## config.mk

```make
export PLATFORM = sky130hd
export DESIGN_NAME = sensor_cfg_sequencer
export DESIGN_NICKNAME = d
export VERILOG_FILES = /design/src/rtl/sensor_cfg_pkg.sv /design/src/rtl/cfg_delay_timer.sv /design/src/rtl/sensor_cfg_sequencer.sv
export SDC_FILE = /design/constraint.sdc
export NUM_CORES = 1
export LEC_CHECK = 0
export BUFFER_PORTS_ARGS = -buffer_cell sky130_fd_sc_hd__buf_2
export CAP_MARGIN = 10
export CORE_MARGIN = 5
export CORE_UTILIZATION = 40
export CTS_CLUSTER_SIZE = 24
export DETAILED_ROUTE_END_ITERATION = 10
export PLACE_DENSITY = 0.65
export SLEW_MARGIN = 0
export SYNTH_ARGS = -nofsm -noshare
export SYNTH_HDL_FRONTEND = slang
export SYNTH_SLANG_ARGS = --single-unit
```

## constraint.sdc

```tcl
create_clock -name clk -period 6.54 [get_ports clk]
set_clock_uncertainty 0.15 [all_clocks]
set_input_delay 0.654 -clock clk [delete_from_list [all_inputs] [get_ports clk]]
set_output_delay 0.654 -clock clk [all_outputs]
set_load 0.05 [all_outputs]
```

## src/rtl/sensor_cfg_pkg.sv

```systemverilog
// Shared definitions for the sensor configuration sequencer.
// Holds the FSM state codes, the default delay-marker helper and the LUT entry width helper.
// The LUT entry layout is {addr, data}, with the address in the upper bits.
package sensor_cfg_pkg;

  localparam logic [2:0] ST_IDLE  = 3'd0;
  localparam logic [2:0] ST_FETCH = 3'd1;
  localparam logic [2:0] ST_ISSUE = 3'd2;
  localparam logic [2:0] ST_WAIT  = 3'd3;
  localparam logic [2:0] ST_DELAY = 3'd4;
  localparam logic [2:0] ST_NEXT  = 3'd5;
  localparam logic [2:0] ST_DONE  = 3'd6;
  localparam logic [2:0] ST_ERROR = 3'd7;

  // All-ones value of the given width, used as the default delay marker address.
  function automatic logic [31:0] all_ones(input int width);
    logic [31:0] v;
    v = '0;
    for (int i = 0; i < 32; i++) begin
      if (i < width) v[i] = 1'b1;
    end
    return v;
  endfunction

  // Width of one {addr, data} LUT entry.
  function automatic int entry_width(input int addr_w, input int data_w);
    return addr_w + data_w;
  endfunction

endpackage

```

## src/rtl/cfg_delay_timer.sv

```systemverilog
// Down-counter for delay entries: load value times UNIT, count down one per tick.
// 'last' is high in the final tick cycle, so N*UNIT ticks are spent (one tick when N is 0).
// Counter is sized to hold (2^LOAD_W - 1) * UNIT without overflow.
module cfg_delay_timer #(
  parameter int LOAD_W = 8,
  parameter int UNIT   = 1000
) (
  input  logic              clk,
  input  logic              rst,
  input  logic              load,
  input  logic [LOAD_W-1:0] load_val,
  input  logic              tick,
  output logic              last
);

  localparam int CNT_W = LOAD_W + $clog2(UNIT + 1);

  logic [CNT_W-1:0] count;

  // Load the scaled delay, then count down towards zero while ticking.
  always_ff @(posedge clk) begin
    if (rst) begin
      count <= '0;
    end else if (load) begin
      count <= CNT_W'(load_val) * CNT_W'(UNIT);
    end else if (tick && (count != '0)) begin
      count <= count - CNT_W'(1);
    end
  end

  // A count of 0 or 1 means this tick is the last one.
  assign last = (count <= CNT_W'(1));

endmodule

```

## src/rtl/sensor_cfg_sequencer.sv

```systemverilog
// Walks an external {addr, data} register LUT, issuing each entry to an I2C master.
// Delay-marker entries wait data*DELAY_UNIT cycles; NACKs are retried up to MAX_RETRY times.
// Optional macro CFG_READBACK_VERIFY_EN: read back every write and retry on mismatch.
module sensor_cfg_sequencer
  import sensor_cfg_pkg::*;
#(
  parameter int                    REG_ADDR_W = 16,
  parameter int                    REG_DATA_W = 8,
  parameter int                    INDEX_W    = 9,
  parameter logic [REG_ADDR_W-1:0] DELAY_ADDR = REG_ADDR_W'(all_ones(REG_ADDR_W)),
  parameter int                    DELAY_UNIT = 1000,
  parameter int                    MAX_RETRY  = 3
) (
  input  logic                                                clk,
  input  logic                                                rst,
  input  logic                                                start,
  input  logic [INDEX_W-1:0]                                  lut_size,
  output logic [INDEX_W-1:0]                                  lut_index,
  input  logic [entry_width(REG_ADDR_W, REG_DATA_W)-1:0]      lut_data,
  output logic                                                req_valid,
  input  logic                                                req_ready,
  output logic                                                req_rw,
  output logic [REG_ADDR_W-1:0]                               req_addr,
  output logic [REG_DATA_W-1:0]                               req_wdata,
  input  logic                                                rsp_valid,
  input  logic                                                rsp_nack,
  input  logic [REG_DATA_W-1:0]                               rsp_rdata,
  output logic                                                busy,
  output logic                                                done,
  output logic                                                error,
  output logic [INDEX_W-1:0]                                  err_index
);

  localparam int ENTRY_W = entry_width(REG_ADDR_W, REG_DATA_W);
  localparam int RETRY_W = (MAX_RETRY < 1) ? 1 : $clog2(MAX_RETRY + 1);

  logic [2:0]            state;
  logic [REG_ADDR_W-1:0] ent_addr;
  logic [REG_DATA_W-1:0] ent_data;
  logic [RETRY_W-1:0]    retry_cnt;
  logic [REG_ADDR_W-1:0] lut_addr;
  logic [REG_DATA_W-1:0] lut_wdat;
  logic                  is_delay;
  logic                  delay_last;
  logic                  rb_phase;
  logic                  attempt_fail;
  logic                  need_rb;

  assign lut_addr = lut_data[ENTRY_W-1:REG_DATA_W];
  assign lut_wdat = lut_data[REG_DATA_W-1:0];
  assign is_delay = (lut_addr == DELAY_ADDR);

`ifdef CFG_READBACK_VERIFY_EN
  // A read NACK or a readback mismatch fails the whole write+read attempt.
  assign attempt_fail = rsp_nack || (rb_phase && (rsp_rdata != ent_data));
  assign need_rb      = !rb_phase;

  // Tracks whether the outstanding request is the verifying read.
  always_ff @(posedge clk) begin
    if (rst) begin
      rb_phase <= 1'b0;
    end else if ((state == ST_WAIT) && rsp_valid) begin
      rb_phase <= !attempt_fail && !rb_phase;
    end else if ((state != ST_WAIT) && (state != ST_ISSUE)) begin
      rb_phase <= 1'b0;
    end
  end
`else
  logic unused_rdata;

  assign attempt_fail = rsp_nack;
  assign need_rb      = 1'b0;
  assign rb_phase     = 1'b0;
  assign unused_rdata = ^rsp_rdata;
`endif

  cfg_delay_timer #(
    .LOAD_W (REG_DATA_W),
    .UNIT   (DELAY_UNIT)
  ) u_delay (
    .clk      (clk),
    .rst      (rst),
    .load     ((state == ST_FETCH) && is_delay),
    .load_val (lut_wdat),
    .tick     (state == ST_DELAY),
    .last     (delay_last)
  );

  assign req_valid = (state == ST_ISSUE);
  assign req_rw    = rb_phase;
  assign req_addr  = ent_addr;
  assign req_wdata = ent_data;
  assign busy      = (state == ST_FETCH) || (state == ST_ISSUE) || (state == ST_WAIT) ||
                     (state == ST_DELAY) || (state == ST_NEXT);

  // Main sequencing FSM, entry register, retry budget and sticky status.
  always_ff @(posedge clk) begin
    if (rst) begin
      state     <= ST_IDLE;
      lut_index <= '0;
      ent_addr  <= '0;
      ent_data  <= '0;
      retry_cnt <= '0;
      done      <= 1'b0;
      error     <= 1'b0;
      err_index <= '0;
    end else begin
      case (state)
        ST_IDLE, ST_DONE, ST_ERROR: begin
          if (start) begin
            lut_index <= '0;
            retry_cnt <= '0;
            error     <= 1'b0;
            if (lut_size == '0) begin
              done  <= 1'b1;
              state <= ST_DONE;
            end else begin
              done  <= 1'b0;
              state <= ST_FETCH;
            end
          end
        end
        ST_FETCH: begin
          ent_addr <= lut_addr;
          ent_data <= lut_wdat;
          state    <= is_delay ? ST_DELAY : ST_ISSUE;
        end
        ST_ISSUE: begin
          if (req_ready) state <= ST_WAIT;
        end
        ST_WAIT: begin
          if (rsp_valid) begin
            if (attempt_fail) begin
              if (retry_cnt < RETRY_W'(MAX_RETRY)) begin
                retry_cnt <= retry_cnt + RETRY_W'(1);
                state     <= ST_ISSUE;
              end else begin
                err_index <= lut_index;
                error     <= 1'b1;
                state     <= ST_ERROR;
              end
            end else if (need_rb) begin
              state <= ST_ISSUE;
            end else begin
              state <= ST_NEXT;
            end
          end
        end
        ST_DELAY: begin
          if (delay_last) state <= ST_NEXT;
        end
        ST_NEXT: begin
          retry_cnt <= '0;
          if (lut_index == (lut_size - INDEX_W'(1))) begin
            done  <= 1'b1;
            state <= ST_DONE;
          end else begin
            lut_index <= lut_index + INDEX_W'(1);
            state     <= ST_FETCH;
          end
        end
        default: state <= ST_IDLE;
      endcase
    end
  end

endmodule

```

==> flow_summary_export.csv <==
group,metric,value,unit
finish,regArea,1340,um2
pwr,powerDensity,408,nW/um2
detailed_routing,drcViolationCount,0,
placed_design,routabilityCongestion,0.843,
job,max_cap_viol_count,0,
detailed_routing,routed_wl,11500,um
clocking,clk_latency,0.33,ns
clocking,clock_sinks,67,
setup_path,critPathMaxFanout,7,
clocking,cts_setup_buffers,0,
setup_path,arrival,4.53,ns
clocking,cts_hold_buf,0,
detailed_routing,ant_nets,0,
setup_path,criticalPathCategory,"input pin to flop",
pwr,ir_drop,0.182,mV
logic_synthesis,seq_area_frac_synth,0.278,
placed_design,placed_cell_area,5330,um2
grt,grt_max_degree,59,
pwr,switchingPower,1.04,mW
detailed_routing,wire_per_inst,14.6,um
detailed_routing,drt-vias-per-instance,5.29,
setup_path,crit_family,"adder cells",
die,dieWidth,120,um
placed_design,dpl_worst_slack,1.71,ns
grt,grtUsageTotal,0.159,
clocking,path_clk_slew,0.06,ns
finish,n_fill_cell,1154,
finish,fin_nets,744,
setup_path,worstPathCellList,"buf_2 -> fa_1 -> inv_1 -> fa_1 -> fa_1 -> fa_1 -> inv_1 -> ha_1 -> o21a_1 -> a21oi_1 -> o21ai_0 -> a2111o_1 -> nand4_1 -> a21oi_1",
logic_synthesis,synthFlopType,"dfxtp_1",
logic_synthesis,ys_seq_elements,67,
finish,drive_above_1_share,0.189,
sta,hold_violations,0,
clocking,cts_buffers,9,
sta,finalWorstSetupSlack,2.04,ns
grt,grt_pass1_wl,19100,um
die,core,11900,um2
hold_path,hp-class,"flop to flop",
setup_path,worstPathRequired,6.57,ns
clocking,cts_buffer_depth,2,
die,rows,40,
finish,multiInputGateArea,3200,um2
logic_synthesis,postSynth.asyncResetShare,0,
sta,post-route-period-util,0.688,
detailed_routing,dr.pass1.iters,4,
logic_synthesis,yosys.area.top_type,"dfxtp_1",
sta,worst_pin_slew,0.905,ns
clocking,root_buffer,"clkbuf_16",
logic_synthesis,yosysWarnings,0,
setup_path,start_kind,"input pin",
pwr,comb_power_share,0.536,
grt,gr-total-overflow,0,
sta,setup_viol,0,
pwr,clkPwrFrac,0.210,
setup_path,crit_buf_inv,3,
logic_synthesis,synth_nets,669,
logic_synthesis,synth_area_leaders,"dfxtp_1 (28%), ha_1 (12%), fa_1 (8.7%)",
placed_design,port_buffers,84,
logic_synthesis,synth-edff-count,0,
finish,syn_to_final_growth,16.8,%
logic_synthesis,synth_area,4820,um2
detailed_routing,via_count,4141,
grt,grt_pass1_vias,4213,
pwr,p_leak,2.53,nW
sta,min_period,4.50,ns
finish,finalInstanceArea,5630,um2
die,io-pin-count,94,
run_status,outcome,"finished, final reports clean",
grt,antenna_found_initial,0,
sta,timing.setup.tns,0,ns
sta,slew_viol_final,0,
pwr,p_seq_frac,0.253,
clocking,tritoncts,"built",
sta,holdWs,0.303,ns
die,start_util,0.404,
logic_synthesis,yosysUniqueCellTypes,72,
sta,rsz0062_at_grt,"false",
logic_synthesis,avgSynthCellArea,8.68,um2
clocking,cts_resized,0,
detailed_routing,drt-initial-drc-count,263,
sta,max-slew-margin-rel,0.397,
setup_path,cp_slowest_cell,"fa_1",
clocking,cts-htree-levels,3,
logic_synthesis,syn-instance-count,555,
setup_path,path_common_cell,"fa_1",
placed_design,dp_hpwl,8760,um
logic_synthesis,yosysTopAreaCellShare,0.278,
pwr,intPower,1.26,mW
die,dieArea,14300,um2
die,die_h,120,um
setup_path,endpoint_kind,"flop",
setup_path,slowest_delay,0.54,ns
sta,clock.fmax,222,MHz
pwr,swShare,0.454,
==> layout make-up <==
type | count | area share
Antenna cell | 1 | 0.000445
Clock buffer | 10 | 0.0407
Multi-Input combinational cell | 420 | 0.568
Tap cell | 147 | 0.0327
Inverter | 46 | 0.0307
Sequential cell | 67 | 0.238
Timing Repair Buffer | 86 | 0.0774
Clock inverter | 6 | 0.0118
==> sequential cells by signal (all words and copies together), names as in the netlist <==
name / cells
state: 3
retry_cnt: 2
u_delay.count: 18
done: 1
lut_index: 9
req_wdata: 8
error: 1
req_addr: 16
err_index: 9
==> path summary, 6_finish.rpt <==
kind                                       from                             end  slack [ns]  cells past startpoint
setup / recovery                    lut_data[1]  u_delay.count[16]$_SDFFE_PP0P_        2.04                     14
hold / removal         req_addr[8]$_SDFFE_PP0P_        req_addr[8]$_SDFFE_PP0P_        0.30                      2
setup reg to reg  u_delay.count[3]$_SDFFE_PP0P_  u_delay.count[15]$_SDFFE_PP0P_        3.94                      7
hold reg to reg        req_addr[8]$_SDFFE_PP0P_        req_addr[8]$_SDFFE_PP0P_        0.30                      2
==> cells in the mapped netlist, types with 4 or more instances <==
| library cell | number |
|---|---|
| a21oi_1 | 52 |
| a311oi_1 | 5 |
| and3_1 | 6 |
| clkbuf_1 | 16 |
| dfxtp_1 | 67 |
| fa_1 | 21 |
| ha_1 | 46 |
| inv_1 | 45 |
| mux2i_1 | 14 |
| nand2_1 | 61 |
| nand2b_1 | 7 |
| nand3_1 | 9 |
| nand4_1 | 10 |
| nor2_1 | 43 |
| nor2b_1 | 4 |
| nor3_1 | 15 |
| o21ai_0 | 16 |
| or3_1 | 5 |
| xnor2_1 | 19 |
| xor2_1 | 12 |
==> kinds of logic after synthesis <==
group                      Yosys count  share of synthesized area
AOI/OAI and AO/OA                  115                      0.160
DFF                                 67                      0.278
xor gates and xnor gates            31                     0.0564
other                                1                   0.000778
buffers and inverters               68                     0.0582
muxes                               15                     0.0314
adders and majority gates           67                      0.207
and+or+nand+nor                    191                      0.208
==> worst reg2reg max path, cell delays in order (launching register included) <==
cell and delay [ns]:
dfxtp_1 0.33, or3_1 0.50, nor4bb_4 0.55, a31oi_4 0.24, and3_4 0.24, and2b_1 0.17, xnor2_1 0.12, a211oi_1 0.22
==> layout by cell type, fill, tap and decap left out, types with 14 or more instances in the layout <==
cell type,instances
mux2i_1,14
nand2_1,61
nor3_1,15
dfxtp_1,67
o21ai_0,16
ha_1,46
fa_1,21
inv_1,45
buf_2,84
a21oi_1,52
nor2_1,43
xnor2_1,19
==> power groups by stage <==
stage          registers [mW]  logic [mW]  clock network [mW]
2_1_floorplan           0.698       0.913                   0
3_3_place_gp            0.584        1.20                   0
3_5_place_dp            0.589        1.23                   0
4_1_cts                 0.581        1.24               0.491
5_1_grt                 0.596        1.37               0.514
6_report                0.582        1.23               0.483
==> per-layer routing <==
metal  track usage  wire length (um)
met1         0.191              4890
met2         0.290              5860
met3        0.0273               554
met4        0.0472               149
met5             0                 0
==> metrics by stage <==
stage	total power [mW]	utilization	cells
after floorplan	1.61	-	555
after global placement	1.78	0.447	766
after detailed placement	1.82	0.447	766
after CTS	2.31	0.472	782
after global routing	2.48	0.472	782
final	2.30	0.472	783
Note: power is estimated with default switching activity, not from simulation.
